<file path="config.mk">
export PLATFORM = sky130hd
export DESIGN_NAME = uart_rx_core
export DESIGN_NICKNAME = d
export VERILOG_FILES = /design/src/rtl/uart_pkg.sv /design/src/rtl/uart_rx_sampler.sv /design/src/rtl/uart_rx_core.sv
export SDC_FILE = /design/constraint.sdc
export NUM_CORES = 1
export LEC_CHECK = 0
export CAP_MARGIN = 20
export CORE_AREA = 3 3 81 83
export CTS_CLUSTER_SIZE = 25
export DETAILED_ROUTE_END_ITERATION = 8
export DIE_AREA = 0 0 84 86
export PLACE_DENSITY_LB_ADDON = 0.1
export SYNTH_ARGS = -nofsm -noshare
export SYNTH_HDL_FRONTEND = slang
export SYNTH_SLANG_ARGS = --single-unit
</file>
<file path="constraint.sdc">
create_clock -name clk -period 2.48 [get_ports clk]
set_clock_uncertainty 0.2 [all_clocks]
set_input_delay 0.496 -clock clk [delete_from_list [all_inputs] [get_ports clk]]
set_output_delay 0.496 -clock clk [all_outputs]
set_load 0.02 [all_outputs]
</file>
<file path="src/rtl/uart_pkg.sv">
// Shared types and constants for the oversampled UART receive path.
package uart_pkg;

  typedef enum logic [2:0] {
    S_IDLE,
    S_START,
    S_DATA,
    S_PARITY,
    S_STOP1,
    S_STOP2,
    S_BRK_WAIT
  } rx_state_t;

  typedef enum logic [1:0] {
    PAR_NONE,
    PAR_EVEN,
    PAR_ODD
  } parity_mode_t;

  // Majority samples sit one tick either side of the mid-bit count.
  localparam int SMP_EARLY = -1;
  localparam int SMP_LATE  = 1;

  function automatic parity_mode_t decode_parity(input logic [1:0] cfg);
    case (cfg)
      2'b01:   return PAR_EVEN;
      2'b10:   return PAR_ODD;
      default: return PAR_NONE;
    endcase
  endfunction

endpackage

</file>
<file path="src/rtl/uart_rx_sampler.sv">
// Line synchroniser, per-bit oversample counter and 2-of-3 majority voter.
module uart_rx_sampler
  import uart_pkg::*;
#(
  parameter int OVERSAMPLE  = 16,
  parameter int SYNC_STAGES = 2
) (
  input  logic clk,
  input  logic rst,
  input  logic rx_serial,
  input  logic os_tick,
  input  logic restart,
  output logic line,
  output logic bit_valid,
  output logic bit_value,
  output logic bit_end,
  output logic falling_edge
);

  localparam int CW  = $clog2(OVERSAMPLE);
  localparam int MID = OVERSAMPLE / 2;
  localparam logic [CW-1:0] C_EARLY = CW'(MID + SMP_EARLY);
  localparam logic [CW-1:0] C_MID   = CW'(MID);
  localparam logic [CW-1:0] C_LATE  = CW'(MID + SMP_LATE);
  localparam logic [CW-1:0] C_LAST  = CW'(OVERSAMPLE - 1);

  logic [SYNC_STAGES-1:0] sync_q;
  logic [CW-1:0]          cnt;
  logic                   s_early, s_mid;

  always_ff @(posedge clk) begin
    if (rst) sync_q <= '1;
    else     sync_q <= {sync_q[SYNC_STAGES-2:0], rx_serial};
  end

  assign line = sync_q[SYNC_STAGES-1];

  always_ff @(posedge clk) begin
    if (rst) begin
      cnt     <= '0;
      s_early <= 1'b1;
      s_mid   <= 1'b1;
    end else if (os_tick) begin
      if (restart)             cnt <= '0;
      else if (cnt == C_LAST)  cnt <= '0;
      else                     cnt <= cnt + 1'b1;
      if (cnt == C_EARLY) s_early <= line;
      if (cnt == C_MID)   s_mid   <= line;
    end
  end

  // Third sample is the live line, so the vote resolves on the late tick.
  assign bit_valid    = os_tick && (cnt == C_LATE);
  assign bit_value    = (s_early & s_mid) | (s_early & line) | (s_mid & line);
  assign bit_end      = os_tick && (cnt == C_LAST);
  assign falling_edge = os_tick && !line;

endmodule

</file>
<file path="src/rtl/uart_rx_core.sv">
// Frame FSM, shift register, parity/stop/break checks and output holding register.
module uart_rx_core
  import uart_pkg::*;
#(
  parameter int DATA_W      = 8,
  parameter int OVERSAMPLE  = 16,
  parameter int SYNC_STAGES = 2
) (
  input  logic              clk,
  input  logic              rst,
  input  logic              rx_serial,
  input  logic              os_tick,
  input  logic [1:0]        cfg_parity,
  input  logic              cfg_stop2,
  output logic [DATA_W-1:0] m_data,
  output logic              m_valid,
  input  logic              m_ready,
  output logic              m_parity_err,
  output logic              m_frame_err,
  output logic              m_break,
  output logic              overrun,
  output logic              busy
);

  localparam int BCW = $clog2(DATA_W);
  localparam logic [BCW-1:0] LAST_BIT = BCW'(DATA_W - 1);

  rx_state_t    state;
  parity_mode_t par_mode;
  logic              stop2_q, par_bit, ferr;
  logic [DATA_W-1:0] shreg;
  logic [BCW-1:0]    bit_cnt;

  logic line, bit_valid, bit_value, bit_end, start_cand, restart;
  logic par_x, par_err, brk_cond, complete, cmp_fe, cmp_brk;

  assign restart = (state == S_IDLE) && start_cand;

  uart_rx_sampler #(
    .OVERSAMPLE (OVERSAMPLE),
    .SYNC_STAGES(SYNC_STAGES)
  ) u_sampler (
    .clk         (clk),
    .rst         (rst),
    .rx_serial   (rx_serial),
    .os_tick     (os_tick),
    .restart     (restart),
    .line        (line),
    .bit_valid   (bit_valid),
    .bit_value   (bit_value),
    .bit_end     (bit_end),
    .falling_edge(start_cand)
  );

  // par_bit is cleared at start, so it only participates when parity is on.
  always_comb begin
    par_x    = (^shreg) ^ par_bit;
    par_err  = 1'b0;
    case (par_mode)
      PAR_EVEN: par_err = par_x;
      PAR_ODD:  par_err = ~par_x;
      default:  par_err = 1'b0;
    endcase
    brk_cond = (shreg == '0) && !par_bit && !bit_value;
    complete = 1'b0;
    cmp_fe   = 1'b0;
    cmp_brk  = 1'b0;
    if (bit_valid) begin
      if (state == S_STOP1 && (brk_cond || !stop2_q)) begin
        complete = 1'b1;
        cmp_fe   = !bit_value;
        cmp_brk  = brk_cond;
      end else if (state == S_STOP2) begin
        complete = 1'b1;
        cmp_fe   = ferr | !bit_value;
      end
    end
  end

  always_ff @(posedge clk) begin
    if (rst) begin
      state    <= S_IDLE;
      par_mode <= PAR_NONE;
      stop2_q  <= 1'b0;
      par_bit  <= 1'b0;
      ferr     <= 1'b0;
      shreg    <= '0;
      bit_cnt  <= '0;
    end else begin
      case (state)
        S_IDLE: begin
          if (start_cand) begin
            state    <= S_START;
            par_mode <= decode_parity(cfg_parity);
            stop2_q  <= cfg_stop2;
            par_bit  <= 1'b0;
            ferr     <= 1'b0;
          end
        end
        S_START: begin
          if (bit_valid && bit_value) state <= S_IDLE;
          else if (bit_end) begin
            state   <= S_DATA;
            bit_cnt <= '0;
          end
        end
        S_DATA: begin
          if (bit_valid) shreg <= {bit_value, shreg[DATA_W-1:1]};
          if (bit_end) begin
            if (bit_cnt == LAST_BIT)
              state <= (par_mode == PAR_NONE) ? S_STOP1 : S_PARITY;
            else
              bit_cnt <= bit_cnt + 1'b1;
          end
        end
        S_PARITY: begin
          if (bit_valid) par_bit <= bit_value;
          if (bit_end)   state   <= S_STOP1;
        end
        S_STOP1: begin
          // Leave at mid-bit on the last stop bit so the next start edge is not missed.
          if (bit_valid) begin
            ferr <= !bit_value;
            if (brk_cond)      state <= S_BRK_WAIT;
            else if (!stop2_q) state <= S_IDLE;
          end else if (bit_end && stop2_q) begin
            state <= S_STOP2;
          end
        end
        S_STOP2: begin
          if (bit_valid) state <= S_IDLE;
        end
        S_BRK_WAIT: begin
          if (os_tick && line) state <= S_IDLE;
        end
        default: state <= S_IDLE;
      endcase
    end
  end

  assign busy = (state != S_IDLE);

  always_ff @(posedge clk) begin
    if (rst) begin
      m_data       <= '0;
      m_valid      <= 1'b0;
      m_parity_err <= 1'b0;
      m_frame_err  <= 1'b0;
      m_break      <= 1'b0;
      overrun      <= 1'b0;
    end else begin
      overrun <= 1'b0;
      if (complete) begin
        if (!m_valid || m_ready) begin
          m_data       <= shreg;
          m_parity_err <= par_err;
          m_frame_err  <= cmp_fe;
          m_break      <= cmp_brk;
          m_valid      <= 1'b1;
        end else begin
          overrun <= 1'b1;
        end
      end else if (m_valid && m_ready) begin
        m_valid <= 1'b0;
      end
    end
  end

endmodule

</file>
After elaboration in Yosys (flattened, before gate mapping)
Cells that the tools add are included.
{"block": "classes", "eq_ne": 30, "n_reduce_logical": 38, "addsub": 2, "n_bitwise": 9, "muxes": 40}
{"operator": "$mux 3", "count": 17}
{"operator": "$ne 2x2->1 const B", "count": 11}
{"operator": "$pmux 3 s7", "count": 1}
{"operator": "$mux 1", "count": 15}
{"operator": "$eq 3x3->1 const B", "count": 4}
{"operator": "$eq 4x4->1 const B", "count": 3}
{"operator": "$reduce_and 2->1", "count": 6}
{"operator": "$logic_and 1x1->1", "count": 11}
{"operator": "$reduce_and 9->1", "count": 1}
{"operator": "$logic_not 8->1", "count": 1}
{"operator": "$mux 4", "count": 2}
{"operator": "$reduce_bool 2->1", "count": 4}
{"operator": "$reduce_xor 8->1", "count": 1}
{"operator": "$eq 3x2->1 const B", "count": 2}
{"operator": "$pmux 1 s2", "count": 3}
{"operator": "$pmux 3 s2", "count": 1}
{"operator": "$reduce_and 3->1", "count": 2}
{"operator": "$logic_not 1->1", "count": 5}
{"operator": "$reduce_and 5->1", "count": 1}
{"operator": "$add 4x1->4 const B", "count": 1}
{"operator": "$eq 2x1->1 const B", "count": 2}
{"operator": "$eq 2x2->1 const B", "count": 2}
{"operator": "$eq 4x3->1 const B", "count": 1}
{"operator": "$ne 4x4->1 const B", "count": 1}
{"operator": "15 further kinds", "count": 21}
{"block": "totals", "in_bits": 8, "word_cells": 136, "reg_bits": 40}

Depth between registers and ports, before layout
Gate-level depths: netlist (run 1).
{"block": "logic_depth", "word_depth": 11, "ltp_mapped": 9, "mapped_depth_nobuf": 7}

Hierarchy
Synthesis (run 1) repeated with hierarchy kept, for this count alone.
{"block": "hier_totals", "cells_unflattened": 240, "area_unflattened_um2": 2035.7}
{"mod": "uart_rx_core", "cells_per_inst": 193, "area_per_inst_um2": 1612.8, "n_inst": 1}
{"mod": "uart_rx_sampler", "cells_per_inst": 47, "area_per_inst_um2": 422.9, "n_inst": 1}

Least setup slack after synthesis (run 1)
OpenSTA, ideal clock, no wires.
{"block": "synth_path", "kind": "reg2reg", "start": "register u_sampler.cnt[1]", "end": "register state[2]", "n_path_buf": 1, "slack_ns": 0.287, "t_arrival_ns": 1.872, "stages_incl_launch_ff": 8, "required_time_ns": 2.159, "path_cell_list": "dfxtp_1 -> inv_1 -> ha_1 -> and4b_1 -> clkbuf_1 -> or4_1 -> nand4_1 -> mux2_2"}
{"block": "synth_between", "elab_chain_len": 5}
{"element": "start: declaration", "line_no": "uart_rx_sampler.sv:28", "text": "logic [CW-1:0] cnt;"}
{"element": "start signal: assignment", "line_no": "uart_rx_sampler.sv:46", "text": "else cnt <= cnt + 1'b1;"}
{"element": "$eq 4x4->1, on equally long branches", "line_no": "uart_rx_sampler.sv:53, uart_rx_sampler.sv:55"}
{"element": "$logic_and 1x1->1, on equally long branches", "line_no": "uart_rx_sampler.sv:53, uart_rx_sampler.sv:55"}
{"element": "$logic_and 1x1->1, on equally long branches", "line_no": "uart_rx_core.sv:101, uart_rx_core.sv:126"}
{"element": "$ne 3x3->1 (no line) (tied with other cells)"}
{"element": "$reduce_and 9->1 (no line) or $pmux 3 s7 (tied branches)"}
{"element": "end signal: assignment", "line_no": "uart_rx_core.sv:111", "text": "state <= (par_mode == PAR_NONE) ? S_STOP1 : S_PARITY;"}
{"element": "end: declaration", "line_no": "uart_rx_core.sv:28", "text": "rx_state_t state;"}
Several ways; a longest one is shown, not always the timed one.
A chain may end at the register's enable or synchronous reset.

Worst setup path in the final report (run 1)
{"block": "layout_path", "start": "register state[0]", "end": "output port busy"}
{"block": "layout_between", "elab_chain_len": 1}
{"element": "$reduce_bool 3->1", "line_no": "uart_rx_core.sv:141", "text": "assign busy = (state != S_IDLE);"}
{"element": "end: declaration", "line_no": "uart_rx_core.sv:22", "text": "output logic busy"}
Every way passes these cells.

==> results of run 1 <==
registers in the layout, indices dropped and copies added (netlist names):
register           count
shreg                  8
u_sampler.sync_q       2
bit_cnt                3
m_valid                1
state                  3
u_sampler.cnt          4
m_data                 8
par_bit                1
u_sampler.s_early      1
stop2_q                1
ferr                   1
overrun                1
m_frame_err            1
m_parity_err           1
u_sampler.s_mid        1
m_break                1
par_mode               2
through the flow:
stage          power, W  hold WS, ns  setup TNS (ns)
3_5_place_dp   0.000928        0.195          -0.590
4_1_cts         0.00147        0.217               0
6_report        0.00145        0.214               0
2_1_floorplan  0.000837        0.189               0
5_1_grt         0.00152        0.231               0
3_3_place_gp   0.000926        0.192          -0.305
worst min-delay path by stage:
| stage | startpoint | endpoint | cells after the start | slack (ns) |
|---|---|---|---|---|
| 2_1_floorplan | u_sampler.sync_q[0] | u_sampler.sync_q[1] | 1 | 0.19 |
| 3_3_place_gp | u_sampler.sync_q[0] | u_sampler.sync_q[1] | 1 | 0.19 |
| 3_5_place_dp | u_sampler.sync_q[0] | u_sampler.sync_q[1] | 1 | 0.20 |
| 4_1_cts | u_sampler.sync_q[0] | u_sampler.sync_q[1] | 1 | 0.22 |
| 5_1_grt | u_sampler.sync_q[0] | u_sampler.sync_q[1] | 1 | 0.23 |
| 6_report | u_sampler.sync_q[0] | u_sampler.sync_q[1] | 1 | 0.21 |
area by class of cell:
type,instances,area [um^2]
Clock buffer,5,68.8
Clock inverter,3,42.5
Fill cell,614,3410
Inverter,14,52.6
Multi-Input combinational cell,167,1090
Sequential cell,40,801
Tap cell,75,93.8
Timing Repair Buffer,41,360
Yosys cell counts, types with 2 or more instances:
cell type and instances:
dfxtp_1 40, nor2_1 24, nand2_1 20, a21oi_1 19, mux2i_1 15, inv_1 14, nand3_1 14, ha_1 9
nand2b_1 8, clkbuf_1 6, nand4_1 5, nor2b_1 5, nor3b_1 5, o211ai_1 4, o21ai_0 4, and2b_1 3
buf_6 3, a2111o_1 2, a31oi_1 2, a32oi_1 2, mux2_2 2, o2111ai_1 2, or2_2 2, xnor2_1 2
power by group through the flow:
stage,Sequential [W],Clock (W),Combinational [W]
6_report,0.000684,0.000541,0.000226
5_1_grt,0.000690,0.000583,0.000250
3_3_place_gp,0.000699,0,0.000227
4_1_cts,0.000685,0.000556,0.000229
2_1_floorplan,0.000676,0,0.000161
3_5_place_dp,0.000700,0,0.000228
metal layers:
layer	GRT usage	vias up	wire, um
met2	0.186	25	1760
met1	0.184	768	2370
met5	0	-	0
li1	-	878	-
met4	0.0395	0	53
met3	0.0336	5	179
cell families after synthesis:
kind of cell	after synthesis
simple gates	96
compound gates	41
flops	40
buf+inv	27
mux	17
fa+ha+maj	10
xor+xnor	3
worst reg2reg max path: cells and delay by family, from the launching register on:
kind                     cells  cell delay [ns]
AND/OR/NAND/NOR              2             0.46
buffers and inverters        1             0.19
multiplexers                 1             0.16
flip-flops                   1             0.35
AO/OA/AOI/OAI                1             0.40
adder cells (fa/ha/maj)      1             0.33
==> results_dict.tcl, run 1 <==
set metrics [dict create \
    synth_mux_area_frac 0.0851 \
    p_sw_frac 0.262 \
    die_h_um 86 \
    p_per_area_nw_per_um2 578 \
    dpl.hpwl_um 3280 \
    clockPowerShare 0.373 \
    synthCells 234 \
    drv_cap 0 \
    worstSetupPathDepth 2 \
    overflow 0 \
    ys_async_sr_fraction 0 \
    clock_sinks 40 \
    hold_violations 0 \
    place_inst 337 \
    max_slew_margin 0.739 \
    grt_use_total 0.128 \
    status "finished clean" \
    place_area_um2 2400 \
    finalCriticalPeriod_ns 2.38 \
    syn_nets 251 \
    final_core_util 0.424 \
    power.leakage_nw 1.03 \
    htree_levels 2 \
    yosysSeqAreaShare 0.395 \
    fp-row-count 28 \
    synth-edff-count 0 \
    critPathCaptureType "output pin" \
    required_ns 1.78 \
    drc 0 \
    drtPass1Iterations 4 \
    cts_buffers 5 \
    clk_latency_ns 0.29 \
    antenna_found_initial 0 \
    routed_wl_um 4360 \
    ys.flop_type "dfxtp_1" \
    synth_top_cell_by_area "dfxtp_1" \
    postCtsHoldBufs 0 \
    reg2reg_from "u_sampler.sync_q[1]" \
    slew_violations 0 \
    path_cells "or3_1, clkdlybuf4s50_1" \
    drive_gt1_frac 0.133 \
    start_kind "flip-flop" \
    design_area_um2 2510 \
    max-clock-path-buffers 2 \
    worstReg2RegEnd "m_data[1]" \
    max_freq_mhz 420 \
    clkTransAtPathRegs_ns 0.08 \
    hp-class "flip-flop to flip-flop" \
    critPathKind "flip-flop to output pin" \
    fin_ws_ns 0.100 \
    ant_nets 0 \
    n_antenna_cell 0 \
    cp.arrival_ns 1.68 \
    yosys_warnings 0 \
    synth_top_area_frac 0.395 \
    cp_slowest_cell "clkdlybuf4s50_1" \
    seq_power_share 0.471 \
    synth_compound_area_frac 0.128 \
    ir_worst_vdd_mv 0.247 \
    cts_resized 0 \
    setup_viol 0 \
    cpLargestDelayFamily "buffers and inverters" \
    viasPerCell 4.86 \
    synth_area_um2 2030 \
    synth-adder-area-share 0.0610 \
    internal_power_w 0.00107 \
    layout_commonest_cell "dfxtp_1" \
    grt_setup_unrepaired "no" \
    power_frac_comb 0.156 \
    nNetsFinal 286 \
    grt_max_degree 16 \
    tightest_slew_ns 0.391 \
    synth_top_family_by_area "simple AND/OR/NAND/NOR gates" \
    cts_tree "yes" \
    avgSynthCellArea_um2 8.67 \
    crit_start "state[0]" \
    switchingPower_w 0.000380 \
    start_util 0.343 \
    ys_ff_latch 40 \
    mostFrequentLayoutCells "40 x dfxtp_1, 24 x nor2_1, 21 x clkdlybuf4s50_1" \
    worst_path_largest_cell_delay_ns 0.55 \
    ff2ff_setup_slack_ns 0.30 \
    postCtsSetupRepairBufs 0 \
    numPortBuffers 21 \
    crit_path_max_fanout 11 \
    ys_types 46 \
    die-area_um2 7220 \
    die_w_um 84 \
    drt_iter0_markers 66 \
    synth.area.top_cells "dfxtp_1 39%, mux2i_1 7.4%, ha_1 5.5%" \
    grt_pass1_vias 1562 \
    pre_cts_slack_ns -0.100 \
    synth_xor_area_frac 0.0197 \
    grt_pass1_wl_um 7410 \
    core_area_um2 5920 \
    drt-wirelength-per-cell_um 12.6 \
    ff2ff_path_depth 6 \
    stdcell_count 345 \
    crit_path_end "busy" \
    vias 1676 \
    io_pins 22 \
    cts_root_buf "clkbuf_8" \
    syn_to_final_growth_pct 23.7 \
    globalplace.congestion 0.808 \
    crit_buf_inv 1 \
    min_period_over_period 0.960 \
    synthSimpleGateAreaFrac 0.244 \
]
Power figures use the tool's default switching activity.
==> run 2: changes to the inputs <==
--- a/config.mk
+++ b/config.mk
@@ -6,10 +6,10 @@
 export NUM_CORES = 1
 export LEC_CHECK = 0
 export CAP_MARGIN = 20
-export CORE_AREA = 3 3 81 83
+export CORE_AREA = 2 2 80 82
 export CTS_CLUSTER_SIZE = 25
 export DETAILED_ROUTE_END_ITERATION = 8
-export DIE_AREA = 0 0 84 86
+export DIE_AREA = 0 0 82 84
 export PLACE_DENSITY_LB_ADDON = 0.1
 export SYNTH_ARGS = -nofsm -noshare
 export SYNTH_HDL_FRONTEND = slang
==> results_dict.tcl, run 2 (same netlist as run 1, synthesis figures left out) <==
set metrics [dict create \
    status "finished clean" \
    die_w_um 82 \
    multi_input_area_um2 1090 \
    critPathCaptureType "output pin" \
    power.leakage_nw 1.01 \
    cts_tree "yes" \
    io_pins 22 \
    vias 1648 \
    drt-wirelength-per-cell_um 13.0 \
    nNetsFinal 283 \
    setup_viol 0 \
    globalplace.congestion 0.793 \
    min_period_over_period 0.966 \
    max-clock-path-buffers 2 \
    critPathKind "flip-flop to output pin" \
    hp-class "flip-flop to flip-flop" \
    die-area_um2 6890 \
    required_ns 1.78 \
    hold_violations 0 \
    fin_ws_ns 0.0847 \
    top_regs "m_data: 8 flops, shreg: 8 flops, u_sampler.cnt: 4 flops" \
    ant_nets 0 \
    grt_max_degree 43 \
    dpl.hpwl_um 3180 \
    cts_root_buf "clkbuf_8" \
    grt_pass1_wl_um 7490 \
    drc 0 \
    routed_wl_um 4480 \
    drt_iter0_markers 76 \
    cts_buffers 5 \
    grt_setup_unrepaired "no" \
    grt_pass1_vias 1575 \
    max_slew_margin 0.732 \
    p_per_area_nw_per_um2 552 \
    cts_resized 0 \
    layout_commonest_cell "dfxtp_1" \
    syn_to_final_growth_pct 22.4 \
    fp-row-count 29 \
    grt_use_total 0.140 \
    die_h_um 84 \
    ir_worst_vdd_mv 0.245 \
    fin_total_pwr_w 0.00137 \
    slew_violations 0 \
    postCtsSetupRepairBufs 0 \
    htree_levels 2 \
    clkTransAtPathRegs_ns 0.08 \
    pre_cts_slack_ns -0.108 \
    cp.arrival_ns 1.70 \
    drtPass1Iterations 6 \
    setup_tns_ns 0 \
    overflow 0 \
    mostFrequentLayoutCells "40 x dfxtp_1, 24 x nor2_1, 21 x clkdlybuf4s50_1" \
    start_util 0.333 \
    clk_latency_ns 0.29 \
    finalCriticalPeriod_ns 2.40 \
    numPortBuffers 21 \
    core_area_um2 6100 \
    drv_cap 0 \
    tightest_slew_ns 0.401 \
    postCtsHoldBufs 0 \
    crit_path_max_fanout 11 \
    start_kind "flip-flop" \
    clock_sinks 40 \
    antenna_found_initial 0 \
    drive_gt1_frac 0.120 \
    n_antenna_cell 0 \
    ff2ff_setup_slack_ns 0.27 \
    fill_cells 631 \
    max_freq_mhz 417 \
    seq_area_um2 801 \
    viasPerCell 4.79 \
]
[run 2: area by class of cell]
class	count	area share
Clock inverter	1	0.00302
Timing Repair Buffer	38	0.141
Clock buffer	7	0.0347
Sequential cell	40	0.322
Inverter	14	0.0211
Tap cell	77	0.0388
Multi-Input combinational cell	167	0.439
[run 2: per-stage QoR]
stage	area (um^2)	instances	util	hold WS, ns
after CTS	2480	344	0.408	0.221
final	2480	344	0.408	0.217
after detailed placement	2390	336	0.392	0.201
after global placement	2390	336	0.392	0.194
after global routing	2480	344	0.408	0.236
after floorplan	2030	234	-	0.189
[run 2: worst max-delay path, stage by stage, from the launching register on]
cell             delay [ns]
dfxtp_1                0.43
or3_1                  0.43
clkdlybuf4s50_1        0.55
[run 2: worst paths after layout]
path | start | to | depth (start not counted)
setup / recovery | state[1] | busy | 2
hold / removal | u_sampler.sync_q[0] | u_sampler.sync_q[1] | 1
setup reg to reg | u_sampler.cnt[1] | state[2] | 6
hold reg to reg | u_sampler.sync_q[0] | u_sampler.sync_q[1] | 1
[run 2: power by group]
group	switching [W]	internal [W]	leakage, nW	total [W]
clock	0.000230	0.000226	0.0445	0.000456
sequential	0.0000281	0.000655	0.323	0.000683
combinational	0.000115	0.000118	0.643	0.000233
total	0.000373	0.00100	1.01	0.00137
[run 2: per-layer routing]
layer	up-vias	track usage	routed length [um]
met5	-	0	0
met4	0	0.0485	35
met1	742	0.206	2360
met2	29	0.197	1880
li1	875	-	-
met3	2	0.0357	199
==> run 3: changes to the inputs <==
--- a/config.mk
+++ b/config.mk
@@ -5,12 +5,14 @@
 export SDC_FILE = /design/constraint.sdc
 export NUM_CORES = 1
 export LEC_CHECK = 0
+export ABC_AREA = 0
 export CAP_MARGIN = 20
 export CORE_AREA = 2 2 80 82
 export CTS_CLUSTER_SIZE = 25
 export DETAILED_ROUTE_END_ITERATION = 8
 export DIE_AREA = 0 0 82 84
 export PLACE_DENSITY_LB_ADDON = 0.1
+export SLEW_MARGIN = 5
 export SYNTH_ARGS = -nofsm -noshare
 export SYNTH_HDL_FRONTEND = slang
 export SYNTH_SLANG_ARGS = --single-unit
==> results of run 3 <==
No change in the layout: final DEF, timing and power equal those of run 2.
